<file path="src/rtl/raiz_pkg.sv">
//------------------------------------------------------------------------------
// Module  : raiz_pkg
// Brief   : Shared types and constants for the square-root sequencing controller.
// Rev     : 1.0
//------------------------------------------------------------------------------
`default_nettype none

package raiz_pkg;

  // Iteration count used when the instantiating level does not override it.
  localparam int unsigned C_N_ITER_DEF = 8;

  // Width of the iteration counter; holds any legal N_ITER (1..31).
  localparam int unsigned C_CNT_W = 5;

  typedef enum logic [2:0] {
    S_IDLE  = 3'd0,
    S_LOAD  = 3'd1,
    S_SHIFT = 3'd2,
    S_TEST  = 3'd3,
    S_DONE  = 3'd4
  } state_t;

endpackage : raiz_pkg

`default_nettype wire

</file>
<file path="src/rtl/cnt_iter_raiz.sv">
//------------------------------------------------------------------------------
// Module  : cnt_iter_raiz
// Brief   : Loadable saturating down counter with a registered last-iteration flag.
// Rev     : 1.0
//------------------------------------------------------------------------------
`default_nettype none

module cnt_iter_raiz
  import raiz_pkg::*;
#(
  parameter int unsigned LOAD_VAL = C_N_ITER_DEF
) (
  input  logic CLK,
  input  logic RST,
  input  logic LD,
  input  logic SH,
  output logic Z
);

  localparam logic [C_CNT_W-1:0] C_ONE  = C_CNT_W'(1);
  localparam logic [C_CNT_W-1:0] C_LOAD = C_CNT_W'(LOAD_VAL);

  logic [C_CNT_W-1:0] cnt_q, cnt_d;
  logic               z_q, z_d;

  // Z is captured on the shift that consumes the last count, so it is seen
  // by the following TEST cycle and never earlier.
  always_comb begin
    cnt_d = cnt_q;
    z_d   = z_q;
    if (LD) begin
      cnt_d = C_LOAD;
      z_d   = 1'b0;
    end else if (SH) begin
      if (cnt_q != '0) begin
        cnt_d = cnt_q - C_ONE;
      end
      if (cnt_q == C_ONE) begin
        z_d = 1'b1;
      end
    end
  end

  always_ff @(posedge CLK) begin
    if (RST) begin
      cnt_q <= '0;
      z_q   <= 1'b0;
    end else begin
      cnt_q <= cnt_d;
      z_q   <= z_d;
    end
  end

  assign Z = z_q;

endmodule : cnt_iter_raiz

`default_nettype wire

</file>
<file path="src/rtl/ctrl_raiz.sv">
//------------------------------------------------------------------------------
// Module  : ctrl_raiz
// Brief   : Sequencer for the restoring square-root datapath (load, N shift/test
//           iterations, done pulse). Define CTRL_RAIZ_ABORT_EN to add ABORT.
// Rev     : 1.0
//------------------------------------------------------------------------------
`default_nettype none

module ctrl_raiz
  import raiz_pkg::*;
#(
  parameter int unsigned N_ITER = C_N_ITER_DEF  // legal range 1..31
) (
  input  logic CLK,
  input  logic RST,
  input  logic INIT,
  input  logic K,
`ifdef CTRL_RAIZ_ABORT_EN
  input  logic ABORT,
`endif
  output logic LD,
  output logic SH,
  output logic SUB,
  output logic BUSY,
  output logic DONE
);

  state_t state_q, state_d;
  logic   w_z;
  logic   w_abort;

`ifdef CTRL_RAIZ_ABORT_EN
  // Abort only acts while the datapath is mid-operation; IDLE and DONE ignore it.
  assign w_abort = ABORT && ((state_q == S_LOAD) || (state_q == S_SHIFT) ||
                             (state_q == S_TEST));
`else
  assign w_abort = 1'b0;
`endif

  always_comb begin
    state_d = state_q;
    unique case (state_q)
      S_IDLE:  if (INIT) state_d = S_LOAD;
      S_LOAD:  state_d = S_SHIFT;
      S_SHIFT: state_d = S_TEST;
      S_TEST:  state_d = w_z ? S_DONE : S_SHIFT;
      S_DONE:  state_d = S_IDLE;
      default: state_d = S_IDLE;
    endcase
    if (w_abort) begin
      state_d = S_IDLE;
    end
  end

  always_ff @(posedge CLK) begin
    if (RST) begin
      state_q <= S_IDLE;
    end else begin
      state_q <= state_d;
    end
  end

  always_comb begin
    LD   = 1'b0;
    SH   = 1'b0;
    SUB  = 1'b0;
    BUSY = 1'b0;
    DONE = 1'b0;
    LD   = (state_q == S_LOAD);
    SH   = (state_q == S_SHIFT);
    BUSY = (state_q != S_IDLE);
    DONE = (state_q == S_DONE);
    // Commit is suppressed on an aborting cycle so the datapath is left untouched.
    SUB  = (state_q == S_TEST) && K && !w_abort;
  end

  cnt_iter_raiz #(
    .LOAD_VAL (N_ITER)
  ) u_cnt (
    .CLK (CLK),
    .RST (RST),
    .LD  (LD),
    .SH  (SH),
    .Z   (w_z)
  );

endmodule : ctrl_raiz

`default_nettype wire

</file>
<file path="config.mk">
export PLATFORM = sky130hd
export DESIGN_NAME = ctrl_raiz
export DESIGN_NICKNAME = d
export VERILOG_FILES = /design/src/rtl/raiz_pkg.sv /design/src/rtl/cnt_iter_raiz.sv /design/src/rtl/ctrl_raiz.sv
export SDC_FILE = /design/constraint.sdc
export NUM_CORES = 1
export LEC_CHECK = 0
export BUFFER_PORTS_ARGS = -buffer_cell sky130_fd_sc_hd__buf_2
export CAP_MARGIN = 25
export CORE_AREA = 3 3 46 48
export CTS_CLUSTER_DIAMETER = 30
export DETAILED_ROUTE_END_ITERATION = 10
export DIE_AREA = 0 0 49 51
export GPL_TIMING_DRIVEN = 0
export HOLD_SLACK_MARGIN = 0.02
export PLACE_DENSITY = 0.4
export SYNTH_ARGS = -nofsm -noshare
export SYNTH_HDL_FRONTEND = slang
export SYNTH_SLANG_ARGS = --single-unit
</file>
<file path="constraint.sdc">
create_clock -name CLK -period 2 [get_ports CLK]
set_input_delay 0.1 -clock CLK [delete_from_list [all_inputs] [get_ports CLK]]
set_output_delay 0.1 -clock CLK [all_outputs]
set_load 0.01 [all_outputs]
</file>
# Word-level counts from Yosys, hierarchy flattened
# Index checks and enable logic that the tools add are counted.
classes:
  bitwise_logic: 0
  n_eq_ne: 6
  n_reduce_logical: 10
  muxes: 6
  mul: 0
  addsub: 1
  div_mod_pow: 0
  n_shift: 0
  magnitude_cmp: 0
ops:
  columns: ["cell", "n"]
  rows:
  - ["$mux 4", 3]
  - ["$pmux 3 s4", 1]
  - ["$eq 3x2->1 const B", 2]
  - ["$mux 3", 2]
  - ["$reduce_and 2->1", 3]
  - ["$eq 5x1->1 const B", 1]
  - ["$reduce_bool 5->1", 1]
  - ["$sub 5x1->5 const B", 1]
  - ["$reduce_bool 2->1", 2]
  - ["$eq 3x1->1 const B", 1]
  - ["$eq 3x3->1 const B", 1]
  - ["$logic_not 3->1", 1]
  - ["$reduce_bool 3->1", 1]
  - ["$ne 2x2->1 const B", 1]
  - ["$reduce_or 2->1", 1]
  - ["$logic_and 1x1->1", 1]
totals:
  inputBits: 4
  output_inout_bits: 5
  elab_cells: 27
  mem_bits_ro: 0
  ram_bits: 0
  reg_bits: 9
  latch_bits: 0
  n_memories: 0

# Logic depth before layout (Yosys ltp)
depth:
  depth_word: 4
  depth_mapped: 5
  depth_no_buf: 5

# Hierarchy
# From an unflattened synthesis, not the netlist that was laid out.
unflattened:
  cells_unflattened: 49
  area_unflattened_um2: 450.4
modules_own_cells:
  columns: ["module", "seq_area_each_um2", "area_each_um2", "n_inst", "cells_per_inst"]
  rows:
  - ["cnt_iter_raiz", 120.1, 299.0, 1, 31]
  - ["ctrl_raiz", 60.1, 151.4, 1, 18]

# Worst setup path after synthesis
# Ideal clock, no wire load.
synth_timing:
  kind: "register -> register"
  start: "reg u_cnt.cnt_q[0]"
  end: "reg u_cnt.cnt_q[1]"
  setup_ns: 0.091
  arrival_time_ns: 1.432
  period_less_slack_ns: 1.523
  n_path_buf: 0
  slack_ns: 0.477
  stages_incl_launch_ff: 5
  required_ns: 1.909
  cell_sequence: "dfxtp_1 > inv_1 > ha_1 > or4b_2 > a311oi_1"
synth_via:
  elab_chain_len: 2
  word_cells_on_any_way: 3
  classes_between: "1 x add/sub; 2 x reduce/logical"
synth_lines:
  columns: ["element", "line", "text"]
  rows:
  - ["from (decl)", "cnt_iter_raiz.sv:23", "logic [C_CNT_W-1:0] cnt_q, cnt_d;"]
  - ["from (signal assigned)", "cnt_iter_raiz.sv:49", "cnt_q <= cnt_d;"]
  - ["branches (longest 2 deep; another with $sub 5x1->5)", null, null]
# Parallel ways; which one is timed is not known.
# A chain may end at the register's enable or synchronous reset.

# Worst setup path in the final report
# Same ends and word-level chain as after synthesis.

==> impl_metrics.env <==
export IMPL_status="complete, no violations"
export IMPL_fill_cells=188
export IMPL_critPathLaunchType="register"
export IMPL_root_buffer="clkbuf_4"
export IMPL_gp_congestion=0.704
export IMPL_cts_htree_levels=1
export IMPL_rr_endpoint="u_cnt.cnt_q[1]$_SDFFE_PP0P_"
export IMPL_fmax_mhz=605
export IMPL_syn_inst=49
export IMPL_grt_pass1_vias=356
export IMPL_hold_depth=2
export IMPL_syn_area_um2=439
export IMPL_met2_length_um=363
export IMPL_syn_to_final_growth_pct=22.2
export IMPL_wl_um=927
export IMPL_ys_warn_count=0
export IMPL_powerDensity_mw_per_mm2=757
export IMPL_fin_util_pct=30.8
export IMPL_clkSlewWorstSetupHoldPaths_ns=0.06
export IMPL_fin_skew_ns=0.000517
export IMPL_antenna_found_initial=0
export IMPL_clkPwrFrac_pct=36.4
export IMPL_r2r_setup_slack_ns=0.35
export IMPL_hold_start="RST"
export IMPL_post_route_drc_count=0
export IMPL_drive_gt1_share_pct=29.5
export IMPL_wl_met1_um=481
export IMPL_pwr_share_comb_pct=15.0
export IMPL_tightest_slew_ns=0.289
export IMPL_die_width_um=49
export IMPL_cp_end_kind="register"
export IMPL_rsz0062_at_grt="no"
export IMPL_diodes=0
export IMPL_path_max_fanout=4
export IMPL_ant_nets=0
export IMPL_vias=386
export IMPL_worst_slack_ns=0.346
export IMPL_first_iter_violations=4
export IMPL_postCtsHoldBufs=0
export IMPL_wl_per_cell_um=10.8
export IMPL_yosysUniqueCellTypes=26
export IMPL_cts_repair_resized=0
export IMPL_ys_ff_latch=9
export IMPL_cp_data_arrival_time_ns=1.83
export IMPL_via_per_inst=4.49
export IMPL_ys_seq_area_share_pct=41.0
export IMPL_post_cts_buffers=0
export IMPL_dp_slack_ns=0.360
export IMPL_slew_viol_final=0
export IMPL_p_sw_uw=113
export IMPL_num_io_pins=9
export IMPL_die_area_mm2=0.00250
export IMPL_die_h_um=51
export IMPL_route_met3_wl_um=38
export IMPL_p_seq_share_pct=48.6
export IMPL_start_util_pct=25.2
export IMPL_grt_max_degree=10
export IMPL_top_layer_used="met4"
export IMPL_holdWs_ns=0.0439
export IMPL_cts_sinks=9
export IMPL_core_mm2=0.00175
export IMPL_overflow=0
export IMPL_grt_pass1_wl_um=1540
export IMPL_fin_tns_setup_ns=0
export IMPL_r2r_cells=4
export IMPL_leakagePower_nw=0.228
export IMPL_syn_avg_cell_area_um2=8.96
export IMPL_finalHoldViolations=0
export IMPL_grt_usage_pct=8.54
export IMPL_row_count=15
export IMPL_io_buffer_count=8
export IMPL_r2r_start="u_cnt.cnt_q[0]$_SDFFE_PP0P_"
export IMPL_hpwlAfterDp_um=671
export IMPL_cts_buffer_depth=2
export IMPL_cts_buffers=3
export IMPL_maxSlewHeadroom_pct=80.5
export IMPL_cts_tree="yes"
export IMPL_synth_nets=55
export IMPL_critPathKind="reg2reg"
export IMPL_power_internal_uw=293
export IMPL_fin_crit_sh_pct=82.7
export IMPL_drtPass1Iterations=2
export IMPL_min_period_ns=1.65
export IMPL_swShare_pct=27.8
export IMPL_ir_drop_v=0.000276
export IMPL_layout_nets=68
export IMPL_setup_viol=0
export IMPL_required_ns=2.18
export IMPL_final_cell_mix="dfxtp_1, buf_2, inv_1"
export IMPL_mostFrequentLayoutCell="dfxtp_1"
export IMPL_min_to="u_cnt.cnt_q[3]$_SDFFE_PP0P_"
export IMPL_clk_latency_ns=0.27
export IMPL_holdCritPathClass="in2reg"
export IMPL_max_cap_violations=0
-- final cells by class --
class                           count  area, µm²  area share, %
Multi-Input combinational cell     33        233           43.4
Clock buffer                        4       26.3           4.90
Inverter                            7       26.3           4.90
Timing Repair Buffer                8       40.0           7.46
Sequential cell                     9        180           33.6
Tap cell                           25       31.3           5.83
-- power groups by stage --
stage / sequential (mW) / clock (mW) / combinational [mW]
CTS: 0.197 / 0.154 / 0.0617
floorplan: 0.198 / 0 / 0.0448
detailed placement: 0.202 / 0 / 0.0613
finish: 0.198 / 0.148 / 0.0608
global route: 0.199 / 0.160 / 0.0682
global placement: 0.202 / 0 / 0.0620
-- metal layers --
metal / vias up / track usage (%)
li1: 204 / -
met1: 170 / 11.1
met2: 7 / 10.4
met3: 5 / 2.92
met4: 0 / 8.53
met5: - / 0
-- cell families after synthesis --
family	Yosys count	synth area share (%)
buffers and inverters	7	5.98
adders and majority gates	2	5.70
DFF	9	41.0
AOI/OAI and AO/OA	12	17.9
and+or+nand+nor	19	29.3
-- Yosys cell counts, drive strengths merged --
| cell | count | area, µm² |
|---|---|---|
| or3b | 2 | 20.0 |
| nor2b | 1 | 6.26 |
| o21ai | 3 | 15.0 |
| or4 | 1 | 7.51 |
| a21bo | 1 | 10.0 |
| a31oi | 2 | 12.5 |
| inv | 6 | 22.5 |
| a21oi | 3 | 15.0 |
| or3 | 1 | 7.51 |
| clkinv | 1 | 3.75 |
| nor3b | 1 | 7.51 |
| dfxtp | 9 | 180 |
| nand3 | 1 | 5.00 |
| nor2 | 4 | 15.0 |
| a41oi | 1 | 8.76 |
| nor3 | 1 | 5.00 |
| and4 | 1 | 10.0 |
| nand4b | 1 | 8.76 |
| nor4b | 1 | 8.76 |
| or4b | 1 | 10.0 |
| nor4 | 1 | 6.26 |
| ha | 2 | 25.0 |
| and3 | 1 | 7.51 |
| nand2 | 1 | 3.75 |
| a311oi | 2 | 17.5 |
-- registers in the layout, summed over array words and instances, names as in the netlist --
name / count
u_cnt.Z: 1
state_q: 3
u_cnt.cnt_q: 5
-- metrics by stage --
stage	cells	instance area (µm²)	power [mW]
2_1_floorplan	49	439	0.243
3_3_place_gp	82	510	0.264
3_5_place_dp	82	510	0.263
4_1_cts	86	537	0.413
5_1_grt	86	537	0.427
6_report	86	537	0.406
-- worst max path at each step --
| stage | start | end | slack, ns | depth (start not counted) |
|---|---|---|---|---|
| global placement | u_cnt.cnt_q[0]$_SDFFE_PP0P_ | u_cnt.cnt_q[1]$_SDFFE_PP0P_ | 0.36 | 4 |
| finish | u_cnt.cnt_q[0]$_SDFFE_PP0P_ | u_cnt.cnt_q[1]$_SDFFE_PP0P_ | 0.35 | 4 |
| detailed placement | u_cnt.cnt_q[0]$_SDFFE_PP0P_ | u_cnt.cnt_q[1]$_SDFFE_PP0P_ | 0.36 | 4 |
| floorplan | u_cnt.cnt_q[0]$_SDFFE_PP0P_ | u_cnt.cnt_q[1]$_SDFFE_PP0P_ | 0.48 | 4 |
| global route | u_cnt.cnt_q[0]$_SDFFE_PP0P_ | u_cnt.cnt_q[1]$_SDFFE_PP0P_ | 0.24 | 4 |
| CTS | u_cnt.cnt_q[0]$_SDFFE_PP0P_ | u_cnt.cnt_q[1]$_SDFFE_PP0P_ | 0.33 | 4 |
-- critical path, cell delays in order, from the launching register on --
cell	delay (ns)
dfxtp_1	0.34
inv_1	0.08
ha_1	0.20
or4b_2	0.66
a311oi_1	0.28
Power figures use the tool's default switching activity.
